`src/rtl/fetch_pkg.sv`:
```
// Shared types and constants for the instruction fetch sequencer and its prefetch queue.
package fetch_pkg;

  localparam int INST_W     = 32;
  localparam int WORD_BYTES = 4;
  localparam int PC_W       = 10;

  typedef enum logic [1:0] {
    BOOT  = 2'd0,
    RUN   = 2'd1,
    FAULT = 2'd2
  } fetch_state_e;

  typedef struct packed {
    logic [PC_W-1:0]   pc;
    logic [INST_W-1:0] word;
  } fetch_entry_t;

endpackage

```
`src/rtl/fetch_fifo.sv`:
```
// DEPTH-entry prefetch queue with push/pop/flush, occupancy count and combinational head.
module fetch_fifo
  import fetch_pkg::*;
#(
  parameter int DEPTH = 4
) (
  input  logic                     clk,
  input  logic                     rst_n,
  input  logic                     push_i,
  input  logic                     pop_i,
  input  logic                     flush_i,
  input  fetch_entry_t             wr_entry_i,
  output fetch_entry_t             head_o,
  output logic [$clog2(DEPTH):0]   count_o
);

  localparam int PTR_W = $clog2(DEPTH);
  localparam int CNT_W = PTR_W + 1;

  fetch_entry_t     mem_q [DEPTH];
  logic [PTR_W-1:0] rd_ptr_q, rd_ptr_d;
  logic [PTR_W-1:0] wr_ptr_q, wr_ptr_d;
  logic [CNT_W-1:0] count_q, count_d;
  logic             do_push;
  logic             do_pop;

  // Flush wins over everything; a pop in a flush cycle has nothing left to advance.
  assign do_push = push_i & ~flush_i;
  assign do_pop  = pop_i & ~flush_i;

  always_comb begin
    rd_ptr_d = rd_ptr_q;
    wr_ptr_d = wr_ptr_q;
    count_d  = count_q;
    if (flush_i) begin
      rd_ptr_d = '0;
      wr_ptr_d = '0;
      count_d  = '0;
    end else begin
      if (do_push) wr_ptr_d = wr_ptr_q + 1'b1;
      if (do_pop)  rd_ptr_d = rd_ptr_q + 1'b1;
      if (do_push && !do_pop)      count_d = count_q + 1'b1;
      else if (!do_push && do_pop) count_d = count_q - 1'b1;
    end
  end

  always_ff @(posedge clk or negedge rst_n) begin
    if (!rst_n) begin
      rd_ptr_q <= '0;
      wr_ptr_q <= '0;
      count_q  <= '0;
      for (int i = 0; i < DEPTH; i++) mem_q[i] <= '0;
    end else begin
      rd_ptr_q <= rd_ptr_d;
      wr_ptr_q <= wr_ptr_d;
      count_q  <= count_d;
      if (do_push) mem_q[wr_ptr_q] <= wr_entry_i;
    end
  end

  assign head_o  = mem_q[rd_ptr_q];
  assign count_o = count_q;

endmodule

```
`src/rtl/imem_fetch_ctrl.sv`:
```
// Fetch sequencer: owns the PC, fills the prefetch queue from a zero-latency
// instruction memory and hands words to decode; redirects flush and may fault.
module imem_fetch_ctrl
  import fetch_pkg::*;
#(
  parameter int                ADDR_W   = PC_W,
  parameter int                DEPTH    = 4,
  parameter logic [ADDR_W-1:0] RESET_PC = '0
) (
  input  logic              clk,
  input  logic              rst_n,
  output logic [ADDR_W-1:0] imem_addr,
  input  logic [31:0]       imem_data,
  input  logic              redirect_valid,
  input  logic [ADDR_W-1:0] redirect_pc,
  output logic              inst_valid,
  input  logic              inst_ready,
  output logic [31:0]       inst,
  output logic [ADDR_W-1:0] inst_pc,
  output logic              fault
);

  localparam int CNT_W = $clog2(DEPTH) + 1;
  localparam logic [CNT_W-1:0] FULL_CNT = CNT_W'(DEPTH);

  fetch_state_e      state_q, state_d;
  logic [ADDR_W-1:0] fetch_pc_q, fetch_pc_d;
  logic [CNT_W-1:0]  count;
  fetch_entry_t      head;
  fetch_entry_t      wr_entry;
  logic              push;
  logic              pop;

  // Handshake: a head word transfers on any rising edge where inst_valid and inst_ready
  // are both high; inst/inst_pc stay stable while inst_valid is high and inst_ready is low.
  assign inst_valid = (count != '0);
  assign pop        = inst_valid & inst_ready;

  always_comb begin
    state_d    = state_q;
    fetch_pc_d = fetch_pc_q;
    push       = 1'b0;
    if (redirect_valid) begin
      if (redirect_pc[1:0] == 2'b00) begin
        state_d    = RUN;
        fetch_pc_d = redirect_pc;
      end else begin
        state_d = FAULT;
      end
    end else begin
      case (state_q)
        BOOT:    state_d = RUN;
        RUN: begin
          push = (count != FULL_CNT) | pop;
          if (push) fetch_pc_d = fetch_pc_q + ADDR_W'(WORD_BYTES);
        end
        FAULT:   state_d = FAULT;
        default: state_d = BOOT;
      endcase
    end
  end

  always_ff @(posedge clk or negedge rst_n) begin
    if (!rst_n) begin
      state_q    <= BOOT;
      fetch_pc_q <= RESET_PC;
    end else begin
      state_q    <= state_d;
      fetch_pc_q <= fetch_pc_d;
    end
  end

  assign wr_entry.pc   = PC_W'(fetch_pc_q);
  assign wr_entry.word = imem_data;

  fetch_fifo #(
    .DEPTH (DEPTH)
  ) u_fifo (
    .clk        (clk),
    .rst_n      (rst_n),
    .push_i     (push),
    .pop_i      (pop),
    .flush_i    (redirect_valid),
    .wr_entry_i (wr_entry),
    .head_o     (head),
    .count_o    (count)
  );

  assign imem_addr = fetch_pc_q;
  assign inst      = head.word;
  assign inst_pc   = ADDR_W'(head.pc);
  assign fault     = (state_q == FAULT);

endmodule
```
`config.mk`:
```
export PLATFORM = sky130hd
export DESIGN_NAME = imem_fetch_ctrl
export DESIGN_NICKNAME = d
export VERILOG_FILES = /design/src/rtl/fetch_pkg.sv /design/src/rtl/fetch_fifo.sv /design/src/rtl/imem_fetch_ctrl.sv
export SDC_FILE = /design/constraint.sdc
export NUM_CORES = 1
export LEC_CHECK = 0
export BUFFER_PORTS_ARGS = -buffer_cell sky130_fd_sc_hd__buf_2
export CORE_MARGIN = 4
export CORE_UTILIZATION = 60
export DETAILED_ROUTE_END_ITERATION = 10
export PLACE_DENSITY = 0.82
export RECOVER_POWER = 100
export SKIP_CTS_REPAIR_TIMING = 1
export SYNTH_ARGS = -nofsm -noshare
export SYNTH_HDL_FRONTEND = slang
export SYNTH_SLANG_ARGS = --single-unit
export TNS_END_PERCENT = 20
```
`constraint.sdc`:
```
create_clock -name clk -period 6.3 [get_ports clk]
set_input_delay 0.63 -clock clk [delete_from_list [all_inputs] [get_ports clk]]
set_output_delay 0.63 -clock clk [all_outputs]
set_load 0.005 [all_outputs]
```
==> results by group <==
Power
  – Pwr dens: around 370 nW/um^2
  – VDD IR max: 0.0002058 V
  – Power after layout: 3.462 mW
  – LEAKAGE: 4.502 nW

Clock network
  – Clock transition at the registers of the reported paths: around 0.070 ns
  – Sink Count: 187
  – Num CTS Buffers: 17
  – TritonCTS clock tree: built
  – Worst-Skew Late Latency: approximately 0.43 ns
  – CTS max path bufs: 2
  – Max H-tree Level: 4
  – Root Driver: clkbuf_16

Outcome
  – Failing checks: max-capacitance violations, max-slew violations
  – Outcome: finished, violations left

Synth
  – Synth top area cells: dfrtp_1 (51%), mux2_4 (26%), mux4_2 (10%), buf_12 (3.5%), mux2_2 (1.5%)
  – Synth cell types: 42
  – Synth warnings: 0
  – Post-synth top area share: 50.58%
  – Post-Syn Area per Cell: 17.20 sq um
  – Mapped Area: 9251 sq um
  – Number of synthesized flops with an enable pin: 0
  – Area leader, netlist: dfrtp_1
  – Number of synthesized register bits: 187
  – Cell with the most instances after synthesis: dfrtp_1
  – Gate Count Post-Synth: 538
  – Post-synth ARST share: 100.0%
  – Syn nets: 590
  – Most instantiated cells after synthesis: dfrtp_1 (187), mux2_4 (160), mux4_2 (42)
  – Post-synth top flop: dfrtp_1
  – Seq/Total Area, Yosys: 50.58%

Detailed routing
  – First DRT Iteration DRCs: 350
  – # DRC: 0
  – Metal3 WL: 823 microns
  – DRT Wirelength: 17180 microns
  – Top sig layer: met4
  – Wl on met1: 7834 microns
  – DR vias/cell: 5.875
  – Routed Antenna Nets: 0
  – 1st-pass router iterations: 4
  – Vias: 4800
  – DR WL met2: 8408 microns
  – Wire length per cell: 21.02 microns

Floorplan
  – Die W: 132.2 microns
  – Initial Util: 61.08%
  – Die Y: 132.2 microns
  – Die footprint: 17470 sq um
  – Core area: 15150 sq um
  – Placement Rows: 45
  – Io pins: 100

Finish
  – Filler instances: 1189
  – Design area: roughly 9500 sq um
  – Area added between synthesis and finish: 2.461%
  – Final nets: 671
  – # diodes: 0
  – Post-route core utilization: 62.59%
  – Share of layout cells above drive strength 1: 26.55%

STA
  – Final hold vios: 0
  – Highest Clock Rate: 260.0 MHz
  – RSZ-0062 raised after global routing: false
  – Slew HR: -90.53%
  – Final setup TNS: 0 ns
  – Period minus WS final: between 3 and 4 ns
  – Pins Over Slew Limit: 305
  – Final setup vio count: 0
  – Period utilization: about three fifths
  – Setup Skew: 0.009497 ns
  – Worst Tran Pin Value: ~2.9 ns

Place
  – Placed Area: 9570 sq um
  – Detailed Place HPWL: 10270 microns
  – Port bufs: 99
  – GPL Wtd Cong: 0.8142

Global routing
  – Largest net degree at the start of global routing: 119
  – GRT Overall Usage: 21.43%
  – Global route overflow: 0
  – Antenna violations before repair: 0
  – Vias in the first global route: 5405
  – Global-route wire length before repair: about 30000 microns

Critical path
  – Critical Path Source Type: flop
  – Req. time, crit path: 6.60 ns
  – Data arrival, critical path: 4.15 ns
  – CP Max Fanout: 42
  – Slowest-stage cell, CP: nor4b_1
  – Critical path endpoint category: flop
  – CP delay by family, top: simple AND/OR/NAND/NOR gates
  – CP Buf/Inv Count: 0
  – Critical path type: flop to flop
  – Slowest stage delay, CP: around 1.2 ns
  – CP Cell Sequence: nor4b_1 -> nor3_1 -> and2_1 -> mux2_1

Hold path
  – Hold Crit Class: input pin to flop

Job
  – Total of max-cap violations: 6
per-layer routing:
metal	track usage [%]	vias up
li1	-	2142
met1	29.75	2526
met2	34.09	119
met3	6.412	13
met4	4.619	0
met5	0	-
sequential cells by signal (all words and copies together) (netlist names):
signal and count:
imem_addr 10, u_fifo.count_o 3, state_q 2, u_fifo.wr_ptr_q 2
u_fifo.mem_q 168, u_fifo.rd_ptr_q 2
cell families after synthesis:
group           count (synthesis)  synth area share (%)
compound gates                 28                 1.961
xor+xnor                        4                0.3788
fa+ha+maj                       6                0.8926
buf+inv                        46                 5.072
flops                         187                 50.58
mux                           215                 37.76
simple gates                   52                 3.354
cells in the final DEF (no fill, tap or decap), types with 6 or more instances in the layout:
master     count
inv_1          7
a21oi_1        9
o21ai_0        7
nor3_1         7
mux2_2        12
nor2_1        13
mux2_4         8
nand2_1        6
dfrtp_1      185
buf_2         69
mux4_2        42
clkbuf_1      30
mux2_1       152
clkbuf_16     17
power breakdown:
group	switching (mW)	internal, mW
Clock	0.436	0.614
Combinational	0.310	0.482
Sequential	0.207	1.41
area by class of cell:
class / count / area, sq um / share of cell area, %
sequential: 187 / 4684 / 49.42
multi-input combinational: 305 / 3496 / 36.88
timing repair buffer: 101 / 475.5 / 5.016
clock buffer: 20 / 436.7 / 4.607
tap: 188 / 235.2 / 2.482
clock inverter: 9 / 125.1 / 1.320
inverter: 7 / 26.28 / 0.2772
worst reg2reg max path, stage by stage, from the launching register on:
cell,delay [ns]
dfrtp_1,0.44
nor4b_1,1.15
nor3_1,0.36
and2_1,1.07
mux2_1,0.71
metrics by stage:
stage,setup slack [ns],cells,hold WS [ns]
floorplan,3.904,538,0.3344
global placement,3.576,788,0.4816
detailed placement,3.466,788,0.4913
CTS,3.322,817,0.3985
global route,2.152,817,0.4426
finish,2.454,817,0.4586
path summary, 6_finish.rpt:
check                                              startpoint                             end  slack [ns]  cells after the start
max in group asynchronous                               rst_n  u_fifo.rd_ptr_q[0]$_DFFE_PN0P_        3.01                      2
worst min-delay path                            imem_data[23]   u_fifo.mem_q[149]$_DFFE_PN0P_        0.46                      2
worst min register to register   u_fifo.mem_q[57]$_DFFE_PN0P_    u_fifo.mem_q[57]$_DFFE_PN0P_        0.48                      1
worst max register to register  u_fifo.count_o[1]$_DFFE_PN0P_    u_fifo.mem_q[24]$_DFFE_PN0P_        2.45                      4
worst max-delay path            u_fifo.count_o[1]$_DFFE_PN0P_    u_fifo.mem_q[24]$_DFFE_PN0P_        2.45                      4
min in group asynchronous                               rst_n   u_fifo.mem_q[138]$_DFFE_PN0P_        1.09                      1
(Power assumes the default switching activity.)
